`src/rtl/host_jtag_pkg.sv`:
```
// rtl/host_jtag_pkg.sv - shared constants, byte-count helper and packer state type
//
// Purpose : common definitions for the JTAG->host response return path.
// Contents: JTAG_RESP_WIDTH_DEF  default response word width (3-bit ACK + 32-bit data)
//           resp_nbytes()        bytes needed to carry a response word
//           packer_state_e       state type of jtag_resp_host_packer
package host_jtag_pkg;

    localparam int JTAG_RESP_WIDTH_DEF = 35;

    function automatic int resp_nbytes(input int width);
        return (width + 7) / 8;
    endfunction

    typedef enum logic [2:0] {
        ST_IDLE = 3'd0,
        ST_POP  = 3'd1,
        ST_LOAD = 3'd2,
        ST_SEND = 3'd3,
        ST_CSUM = 3'd4
    } packer_state_e;

endpackage

```
`src/rtl/jtag_resp_host_packer.sv`:
```
// rtl/jtag_resp_host_packer.sv - serializes JTAG response words into a little-endian host byte stream
//
// Purpose : pops one response word at a time from the JTAG PHY response FIFO
//           and writes it LSB byte first into the host TX byte FIFO.
// Ports   : CLK, RESETn (async, active-low)
//           JTAG_RDDATA / JTAG_RDEMPTY / JTAG_RDEN   response FIFO read port
//           HOST_WRDATA / HOST_WREN / HOST_WRFULL    host byte FIFO write port
//           BUSY      high while a response is in flight
//           RESP_CNT  completed responses since reset (wraps)
// Config  : define JTAG_RESP_HOST_CSUM_EN to append an XOR checksum byte
//           after the data bytes of every response.
module jtag_resp_host_packer
    import host_jtag_pkg::*;
#(
    parameter int JTAG_RESP_WIDTH = JTAG_RESP_WIDTH_DEF
) (
    input  logic                       CLK,
    input  logic                       RESETn,
    input  logic [JTAG_RESP_WIDTH-1:0] JTAG_RDDATA,
    input  logic                       JTAG_RDEMPTY,
    output logic                       JTAG_RDEN,
    output logic [7:0]                 HOST_WRDATA,
    output logic                       HOST_WREN,
    input  logic                       HOST_WRFULL,
    output logic                       BUSY,
    output logic [15:0]                RESP_CNT
);

    localparam int NBYTES = resp_nbytes(JTAG_RESP_WIDTH);
    localparam int SW     = NBYTES * 8;
    localparam int IW     = $clog2(NBYTES + 1);
    localparam logic [IW-1:0] LAST_IDX = IW'(NBYTES - 1);

    packer_state_e  state;
    logic [SW-1:0]  shreg;
    logic [IW-1:0]  idx;
    logic [15:0]    resp_cnt;
    logic           send_ok;
    logic           csum_ok;
`ifdef JTAG_RESP_HOST_CSUM_EN
    logic [7:0]     csum;
`endif

    // Write strobes are qualified by HOST_WRFULL in the same cycle so a
    // write can never be presented against a full host FIFO.
    always_comb begin
        send_ok = (state == ST_SEND) && !HOST_WRFULL;
`ifdef JTAG_RESP_HOST_CSUM_EN
        csum_ok = (state == ST_CSUM) && !HOST_WRFULL;
`else
        csum_ok = 1'b0;
`endif
    end

    // The outgoing byte always sits in shreg[7:0]; in checksum mode the
    // checksum is parked there after the last data byte leaves.
    assign HOST_WRDATA = shreg[7:0];
    assign HOST_WREN   = send_ok | csum_ok;
    assign JTAG_RDEN   = RESETn && (state == ST_IDLE) && !JTAG_RDEMPTY;
    assign BUSY        = (state != ST_IDLE);
    assign RESP_CNT    = resp_cnt;

    always_ff @(posedge CLK or negedge RESETn) begin
        if (!RESETn) begin
            state    <= ST_IDLE;
            shreg    <= '0;
            idx      <= '0;
            resp_cnt <= '0;
`ifdef JTAG_RESP_HOST_CSUM_EN
            csum     <= '0;
`endif
        end else begin
            case (state)
                ST_IDLE: begin
                    if (JTAG_RDEN) begin
                        state <= ST_POP;
                    end
                end
                ST_POP: begin
                    state <= ST_LOAD;
                end
                ST_LOAD: begin
                    // Zero-extension keeps the pad bits of the top byte clear.
                    shreg <= SW'(JTAG_RDDATA);
                    idx   <= '0;
`ifdef JTAG_RESP_HOST_CSUM_EN
                    csum  <= '0;
`endif
                    state <= ST_SEND;
                end
                ST_SEND: begin
                    if (send_ok) begin
                        shreg <= shreg >> 8;
                        idx   <= idx + IW'(1);
`ifdef JTAG_RESP_HOST_CSUM_EN
                        csum  <= csum ^ shreg[7:0];
                        if (idx == LAST_IDX) begin
                            shreg <= SW'(csum ^ shreg[7:0]);
                            state <= ST_CSUM;
                        end
`else
                        if (idx == LAST_IDX) begin
                            resp_cnt <= resp_cnt + 16'd1;
                            state    <= ST_IDLE;
                        end
`endif
                    end
                end
`ifdef JTAG_RESP_HOST_CSUM_EN
                ST_CSUM: begin
                    if (csum_ok) begin
                        shreg    <= '0;
                        resp_cnt <= resp_cnt + 16'd1;
                        state    <= ST_IDLE;
                    end
                end
`endif
                default: begin
                    state <= ST_IDLE;
                end
            endcase
        end
    end

endmodule

```
`config.mk`:
```
export PLATFORM = sky130hd
export DESIGN_NAME = jtag_resp_host_packer
export DESIGN_NICKNAME = d
export VERILOG_FILES = /design/src/rtl/host_jtag_pkg.sv /design/src/rtl/jtag_resp_host_packer.sv
export SDC_FILE = /design/constraint.sdc
export NUM_CORES = 1
export LEC_CHECK = 0
export CAP_MARGIN = 20
export CELL_PAD_IN_SITES_DETAIL_PLACEMENT = 1
export CELL_PAD_IN_SITES_GLOBAL_PLACEMENT = 1
export CORE_MARGIN = 5
export CORE_UTILIZATION = 48
export CTS_CLUSTER_DIAMETER = 40
export DETAILED_ROUTE_END_ITERATION = 10
export DONT_BUFFER_PORTS = 1
export PLACE_DENSITY = 0.84
export SYNTH_ARGS = -nofsm -noshare
export SYNTH_HDL_FRONTEND = slang
export SYNTH_SLANG_ARGS = --single-unit
```
`constraint.sdc`:
```
create_clock -name CLK -period 2.2 [get_ports CLK]
set_clock_uncertainty 0.05 [all_clocks]
set_input_delay 0 -clock CLK [delete_from_list [all_inputs] [get_ports CLK]]
set_output_delay 0 -clock CLK [all_outputs]
set_load 0.01 [all_outputs]
```
==> results of run 1 <==
-- state kept, by name, summed over array words and instances, names as in the netlist --
signal    flops
shreg        35
RESP_CNT     16
idx           3
state         2
-- stage by stage --
stage,std cells,worst slack (ns)
floorplan,252,0.526
global placement,308,0.533
detailed placement,308,0.461
CTS,353,0.325
global route,353,0.162
finish,353,0.278
-- layout make-up --
cell class,instances,area share
inverters,6,0.00700
well taps,72,0.0280
multi-input cells,169,0.365
clock inverters,2,0.00389
flip-flops and latches,56,0.436
repair buffers,43,0.139
clock buffers,5,0.0214
-- cells by family (layout without fill, tap and decap cells) --
logic type / after synthesis / in the layout
AO/OA/AOI/OAI: 40 / 40
flip-flops: 56 / 56
multiplexers: 36 / 36
AND/OR/NAND/NOR: 71 / 71
XOR/XNOR: 16 / 16
adder cells (fa/ha/maj): 6 / 6
buffers and inverters: 27 / 56
-- metal layers --
layer  GRT usage  up-vias  wire length [microns]
met5           0        -                      0
met4      0.0302        0                     43
met3      0.0466        5                    298
met2       0.341       33                   3420
met1       0.228      941                   2580
li1            -      904                      -
-- critical path: cells and delay by family, from the launching register on --
family	cells	cell delay, ns
AOI/OAI and AO/OA	1	0.09
adders and majority gates	1	0.17
DFF	1	0.41
muxes	1	0.19
buffers and inverters	3	0.89
-- cell usage after synthesis --
master,instances
a22o_1,2
and3_1,2
and4_1,1
buf_1,1
buf_2,6
buf_4,10
buf_6,1
clkbuf_1,3
dfrtp_1,56
ha_1,6
inv_1,6
mux2_2,2
mux2i_1,34
nand2_1,40
nand2b_1,1
nand3_1,11
nand4_1,3
nand4b_4,1
nor2_1,6
nor2b_1,2
nor4_4,2
o21a_1,1
o21ai_0,35
o21ba_2,1
o32a_1,1
or2_1,1
or2_2,1
xnor2_1,14
xor2_1,2
-- power by group through the flow --
stage	registers (mW)	logic, mW	clock network [mW]
after global placement	1.65	1.32	0
after floorplan	1.56	1.26	0
after CTS	1.65	1.49	0.562
after global routing	1.71	1.70	0.607
final	1.66	1.50	0.543
after detailed placement	1.68	1.39	0
-- what timing repair did --
action                                  CTS  global route
resized for setup                         0             0
endpoints found under the hold margin    94             0
endpoints found under the setup margin    0             0
hold buffers                             38             0
-- worst paths after layout --
| kind | start | to | cells after the start |
|---|---|---|---|
| max in group asynchronous | RESETn | RESP_CNT[15] | 2 |
| hold / removal | HOST_WRFULL | idx[2] | 3 |
| setup reg to reg | state[0] | shreg[29] | 6 |
| setup / recovery | state[0] | shreg[29] | 6 |
| min in group asynchronous | RESETn | shreg[34] | 2 |
| hold reg to reg | shreg[11] | shreg[11] | 2 |
==> results.md, run 1 <==
Clock network:
- Clock tree synthesis selected as its root buffer the cell clkbuf_8.
- The clock tree from TritonCTS is done.
- The buffers inserted during post-CTS setup optimization is 0.
- The total number of clock tree sinks is 56.
- Clock-pin slew was measured on the worst setup and hold paths at around 0.10 ns.
- The number of clock buffers inserted by TritonCTS is 5.
- The number of buffers between clock root and the deepest sink is 2.
- The H-tree generated during clock tree synthesis spans 2 levels.
- At the later pin of the worst-skew pair, clock insertion delay measures 0.30 ns.

Finish:
- Across the whole layout, storage elements account for roughly 1400 sq um.
- The signed area change from the synthesized netlist to the final layout is 18.3%.
- The filler cells instantiated in the layout total roughly 570.
- 0 antenna diodes ended up in the layout.
- Summing all multi-input logic gate instances after layout gives 1170 sq um.
- The layout cell share with drive strength beyond 1 is 0.0783.
- The post-route cell area is 3220 sq um.
- The layout net count is 326.
- The final core utilization is 0.584.
- The leading cell type in the layout, fill and taps excluded is dfrtp_1.
- The top cell types in the final layout, fill and taps aside, are dfrtp_1, nand2_1, dlygate4sd3_1.

Power:
- Of the total power, the share spent switching nets is 0.385.
- In this run the power density over the cells is roughly 1200 nW/um^2.
- Summed over all nets, the switching power comes to 1.43 mW.
- The total leakage power is roughly 1.4 nW.
- IR analysis of the VDD net gives a maximum drop of 0.686 mV.
- The proportion of power drawn by the clock network is 0.147.
- The share of power burned in registers is 0.449.
- Summing internal, switching and leakage power gives 3.70 mW.
- The internal portion of the total power is 2.28 mW.
- Of the total power, combinational logic draws 0.405.

STA:
- The total of endpoints with negative setup slack in the final report is 0.
- The total count of hold-check failures in the final report is 0.
- Setup repair after global routing left no endpoint under its margin.
- For this run, the top clock speed supported by timing is between 0.5 and 0.6 GHz.
- The worst relative slew slack is 0.750.
- The final hold slack is 0.00960 ns.
- The count of pins over their slew limit came to 0.
- Summed over all failing endpoints, the final setup total negative slack is 0 ns.
- Dividing the final minimum period by the clock period gives 0.874.
- For the finished layout, the period the worst path requires is a little under 2 ns.
- The measured slew at the worst slew-check pin is 0.373 ns.

Yosys:
- Synthesis produced a netlist with a net count of 297.
- In the post-synthesis netlist, the biggest area contributors are dfrtp_1, mux2i_1, o21ai_0, nand2_1, xnor2_1.
- The adder-cell share of the synthesized area is 0.0276.
- The synthesized area divided by synthesized cell count is between 10 and 15 sq um.
- Of the post-synthesis cell area, the dominant cell type holds 0.515.
- The area fraction in and, or, nand and nor cells after synthesis is 0.134.
- The share of the synthesized area in compound gates (AO/OA/AOI/OAI) is 0.0810.
- The share of the yosys chip area belonging to registers is 0.515.
- The flop and latch count out of synthesis is 56.
- The count of yosys warnings during synthesis is 0.
- Of the post-synthesis cell area, the part taken by muxes is 0.133.
- dfrtp_1 takes more of the synthesized area than any other cell.
- After synthesis, the largest family of logic cells by area is simple AND/OR/NAND/NOR gates.
- The area of the mapped netlist is between 2000 and 3000 sq um.
- The xor/xnor share of the synthesized area is 0.0515.
- The count of distinct cell types in the synthesized netlist is 29.
- The synthesized netlist cell count is approximately 250.

Critical path:
- The critical path class is reg2reg.
- Walking the worst path, the cells encountered are inv_1 > ha_1 > buf_4 > mux2i_1 > o21ai_0 > dlygate4sd3_1.
- At the worst endpoint, the arrival time is between 2 and 2.5 ns.
- The setup slack of the worst register-to-register path is about 0.28 ns.
- The standard cell with the maximum stage delay on the critical path is dlygate4sd3_1.
- The kind of end point of the critical path is a flip-flop.
- The startpoint type of the worst setup path is a flip-flop.
- The largest incremental delay on the critical path is approximately 0.59 ns.
- The peak fanout along the critical path is 9.
- At the worst endpoint, the required time is around 2.3 ns.

Floorplan:
- The die footprint is 7270 sq um.
- In this run the vertical extent of the chip is approximately 85 microns.
- From left edge to right edge, the die measures 85.3 microns.
- The effective utilization at floorplan is 0.494.
- The number of rows created at floorplan is 27.
- The core outline area is around 5500 sq um.
- 66 I/O pins were placed.

Place:
- The final weighted congestion of routability-driven global placement is between 0.7 and 0.8.
- The total of buffers placed on input and output ports is 0.
- The placed instances occupy a cell area of about 2700 sq um.
- Detailed placement finished with a half-perimeter wire length of 4050 microns.

GRT:
- The largest net degree at the start of global routing is 57.
- The initial antenna violation count came to 0.
- The first global-routing pass estimated ~11,000 microns of wire.
- The number of global-route vias before repair is 2,142.
- The remaining global-route overflow is 0.
- The overall routing resource usage is 0.188.

Detailed routing:
- The remaining number of nets flagged by the antenna check after routing is 0.
- For this run, design rule violations remaining after detail routing come to 0.
- For this run, the detailed router's first-pass iteration total came to 4.
- The routed layout has 1,883 vias.
- The first routing iteration left between 40 and 50 violations.
- Using the TritonRoute via totals, the vias-per-cell ratio works out to 5.33.
- In the final routed layout, each cell accounts on average for 18.0 microns.
- The total length of routed wires is approximately 6300 microns.

Job:
- The total of max-cap violations is 0.

Status:
- The flow ran to the end, and the final reports show no timing, DRC or antenna violations.

Min path:
- The classification of the worst-slack hold path is in2reg.
Note: power is estimated with default switching activity, not from simulation.
==> run 2: changes to the inputs <==
--- a/config.mk
+++ b/config.mk
@@ -6,14 +6,12 @@
 export NUM_CORES = 1
 export LEC_CHECK = 0
 export CAP_MARGIN = 20
-export CELL_PAD_IN_SITES_DETAIL_PLACEMENT = 1
-export CELL_PAD_IN_SITES_GLOBAL_PLACEMENT = 1
 export CORE_MARGIN = 5
-export CORE_UTILIZATION = 48
+export CORE_UTILIZATION = 50
 export CTS_CLUSTER_DIAMETER = 40
 export DETAILED_ROUTE_END_ITERATION = 10
 export DONT_BUFFER_PORTS = 1
-export PLACE_DENSITY = 0.84
+export PLACE_DENSITY = 0.71
 export SYNTH_ARGS = -nofsm -noshare
 export SYNTH_HDL_FRONTEND = slang
 export SYNTH_SLANG_ARGS = --single-unit
==> run 2 against run 1 <==
- final cell count down 1.4%
- clock-buffer cell count unchanged
- combinational power decreased by 4%
- power is 2.8% lower
- hold slack is essentially flat
- first-iteration DRC count is 26% higher
- register-to-register slack got worse by 0.04 ns
- fmax down 1.8%
- global-route usage is 2.7 points lower
- sequential share of layout area grew 0.38 points
- cell area shrank 0.86%
- critical path type unchanged
==> results.md, run 2 (same netlist as run 1, synthesis figures left out) <==
Status:
- Run status: complete, no violations (unchanged).

Critical path:
- The kind of end point of the critical path is a flip-flop (unchanged).
- The data arrival time of the critical path came to 2.10 ns (was 2.06 ns).
- The peak fanout along the critical path came to 41 (was 9).
- The critical path class is reg2reg (unchanged).
- The startpoint type of the worst setup path is a flip-flop (unchanged).
- The required time at the endpoint of the critical path was 2.34 ns (about the same).

Finish:
- The signed area change from the synthesized netlist to the final layout is 17.3% (was 18.3%).
- The final core utilization is 0.613 (was 0.584).
- The area of combinational cells with multiple inputs is 1180 sq um (was 1170 sq um).
- The leading cell type in the layout, fill and taps excluded is dfrtp_1 (unchanged).
- The number of flip-flops under the largest register name came to 35 (unchanged).
- Most frequent cells in the layout: dfrtp_1, nand2_1, dlygate4sd3_1 (unchanged).
- The count of filler cells inserted in the layout is 441 (was 573).
- The post-route cell area was 3190 sq um (was 3220 sq um).
- The antenna diode count is 0 (unchanged).
- The layout net count is 325 (was 326).
- The sequential cell area in the final layout is 1400 sq um (unchanged).
- The layout cell share with drive strength beyond 1 is 0.0683 (was 0.0783).
- The number of non-filler instances in the completed layout is 348 (was 353).
- The register containing the most flip-flops in the final layout is shreg (unchanged).

Floorplan:
- The overall die height was 83.7 microns (was 85.3 microns).
- The core outline area came to 5200 sq um (was 5510 sq um).
- The width of the die came to 83.7 microns (was 85.3 microns).
- The number of I/O pins is 66 (unchanged).
- The effective utilization at floorplan is 0.522 (was 0.494).
- The die footprint is 7010 sq um (was 7270 sq um).
- The number of rows created at floorplan came to 26 (was 27).

Power:
- The part of the total power dissipated in combinational logic is 0.401 (was 0.405).
- The proportion of power drawn by the clock network came to 0.140 (was 0.147).
- The total power is 3.60 mW (was 3.70 mW).
- The switching power of the nets is 1.38 mW (was 1.43 mW).
- The total leakage power was 1.39 nW (was 1.41 nW).
- The internal power summed over all cells is 2.22 mW (was 2.28 mW).
- The switching part of the total is 0.383 (was 0.385).
- The largest vdd supply drop is 1.10 mV (was 0.686 mV).
- The cell area power density came to 1130 nW/um^2 (was 1150 nW/um^2).
- The share of power burned in registers is 0.459 (was 0.449).

STA:
- The measured slew at the worst slew-check pin came to 0.629 ns (was 0.373 ns).
- The achievable clock frequency is 0.511 GHz (was 0.520 GHz).
- The worst setup slack after layout was 0.242 ns (was 0.278 ns).
- The share of the clock period used by the worst path is 0.890 (was 0.874).
- The summed negative setup slack over all endpoints is 0 ns (unchanged).
- The post-route minimum period is 1.96 ns (was 1.92 ns).
- Unrepaired setup endpoints after global routing: false (unchanged).
- The final hold slack is 0.0100 ns (was 0.00960 ns).
- The total of endpoints with negative setup slack in the final report is 0 (unchanged).
- The worst relative slew slack is 0.580 (was 0.750).
- The count of pins over their slew limit was 0 (unchanged).
- The total count of hold-check failures in the final report is 0 (unchanged).

GRT:
- The largest net degree at the start of global routing is 57 (unchanged).
- The overall routing resource usage is 0.161 (was 0.188).
- The wire length of the first global-routing pass is 9230 microns (was 10,900 microns).
- The number of global-route vias before repair is 1,873 (was 2,142).
- The remaining global-route overflow is 0 (unchanged).
- The initial antenna violation count is 0 (unchanged).

Clock network:
- The buffers inserted during post-CTS setup optimization came to 0 (unchanged).
- The clock tree from TritonCTS is done (unchanged).
- The clock root buffer master was clkbuf_8 (unchanged).
- The number of clock buffers inserted by TritonCTS was 5 (unchanged).
- The total number of clock tree sinks was 56 (unchanged).
- The clock latency on the worst-skew pair was 0.30 ns (about the same).
- The depth of the CTS H-tree is 2 (unchanged).
- The number of buffers between clock root and the deepest sink is 2 (unchanged).
- The clock transition at the register clock pins on the worst setup and hold paths after CTS was 0.09 ns (was 0.10 ns).

Detailed routing:
- The via total after detailed routing came to 1,849 (was 1,883).
- The remaining number of nets flagged by the antenna check after routing is 0 (unchanged).
- The per-cell via count in the routed design is 5.31 (was 5.33).
- The total DRC errors in the routed layout is 0 (unchanged).
- The detailed-routing iteration count for the pre-antenna-repair pass is 4 (unchanged).
- The total length of routed wires was 5630 microns (was 6350 microns).
- The routed length per instance is 16.2 microns (was 18.0 microns).
- The number of violations reported at the end of detailed-routing iteration 0 is 53 (was 42).

Place:
- The final weighted congestion of routability-driven global placement is 0.701 (was 0.739).
- The half-perimeter wire length after detailed placement is 3570 microns (was 4050 microns).
- The pre-CTS setup slack came to 0.104 ns (was 0.461 ns).
- The standard cell area after detailed placement was 2710 sq um (was 2740 sq um).
- The instance count after placement with tap cells included is 304 (was 308).
- The total of buffers placed on input and output ports is 0 (unchanged).

Job:
- The total of max-cap violations is 0 (unchanged).

Min path:
- The classification of the worst-slack hold path is in2out (was in2reg).
## run 2: cell types whose count changed in the layout (fill, tap and decap cells not counted), sizes merged
cell and change:
buf -2, clkinv -1, clkinvlp -1, nor2 +1
## run 2: what timing repair did
| item | in CTS | in global routing |
|---|---|---|
| endpoints found under the hold margin | 94 | 0 |
| hold buffers | 38 | 0 |
| endpoints found under the setup margin | 0 | 29 |
| resized for setup | 0 | 2 |
## run 2: worst paths after layout
| check | start | endpoint | slack [ns] | cells past startpoint |
|---|---|---|---|---|
| min in group asynchronous | RESETn | shreg[12] | 0.18 | 2 |
| hold reg to reg | shreg[12] | shreg[12] | 0.44 | 2 |
| max in group asynchronous | RESETn | shreg[1] | 1.68 | 2 |
| hold / removal | JTAG_RDEMPTY | JTAG_RDEN | 0.01 | 1 |
| setup / recovery | state[1] | shreg[32] | 0.24 | 4 |
| setup reg to reg | state[1] | shreg[32] | 0.24 | 4 |
## run 2: area by class of cell
type                            count  share of cell area
Clock buffer                        5              0.0216
Inverter                            6             0.00706
Multi-Input combinational cell    170               0.372
Sequential cell                    56               0.439
Tap cell                           70              0.0275
Timing Repair Buffer               41               0.133
## run 2: routing by layer
| layer | track usage | share of wire | vias to the layer above |
|---|---|---|---|
| li1 | - | - | 905 |
| met1 | 0.210 | 0.46 | 896 |
| met5 | 0 | 0 | - |
| met3 | 0.0494 | 0.054 | 5 |
| met2 | 0.259 | 0.48 | 43 |
| met4 | 0.0424 | 0.0076 | 0 |
## run 2: worst max-delay path, stage by stage (launching register included)
cell           delay, ns
dfrtp_1             0.40
ha_2                0.29
buf_6               0.38
o21ai_0             0.15
dlygate4sd3_1       0.57
## run 2: power by group through the flow
stage | Sequential [mW] | Clock (mW) | Combinational [mW]
after global routing | 1.70 | 0.576 | 1.63
after floorplan | 1.56 | 0 | 1.26
after global placement | 1.66 | 0 | 1.23
after detailed placement | 1.68 | 0 | 1.29
after CTS | 1.66 | 0.525 | 1.40
final | 1.65 | 0.505 | 1.44
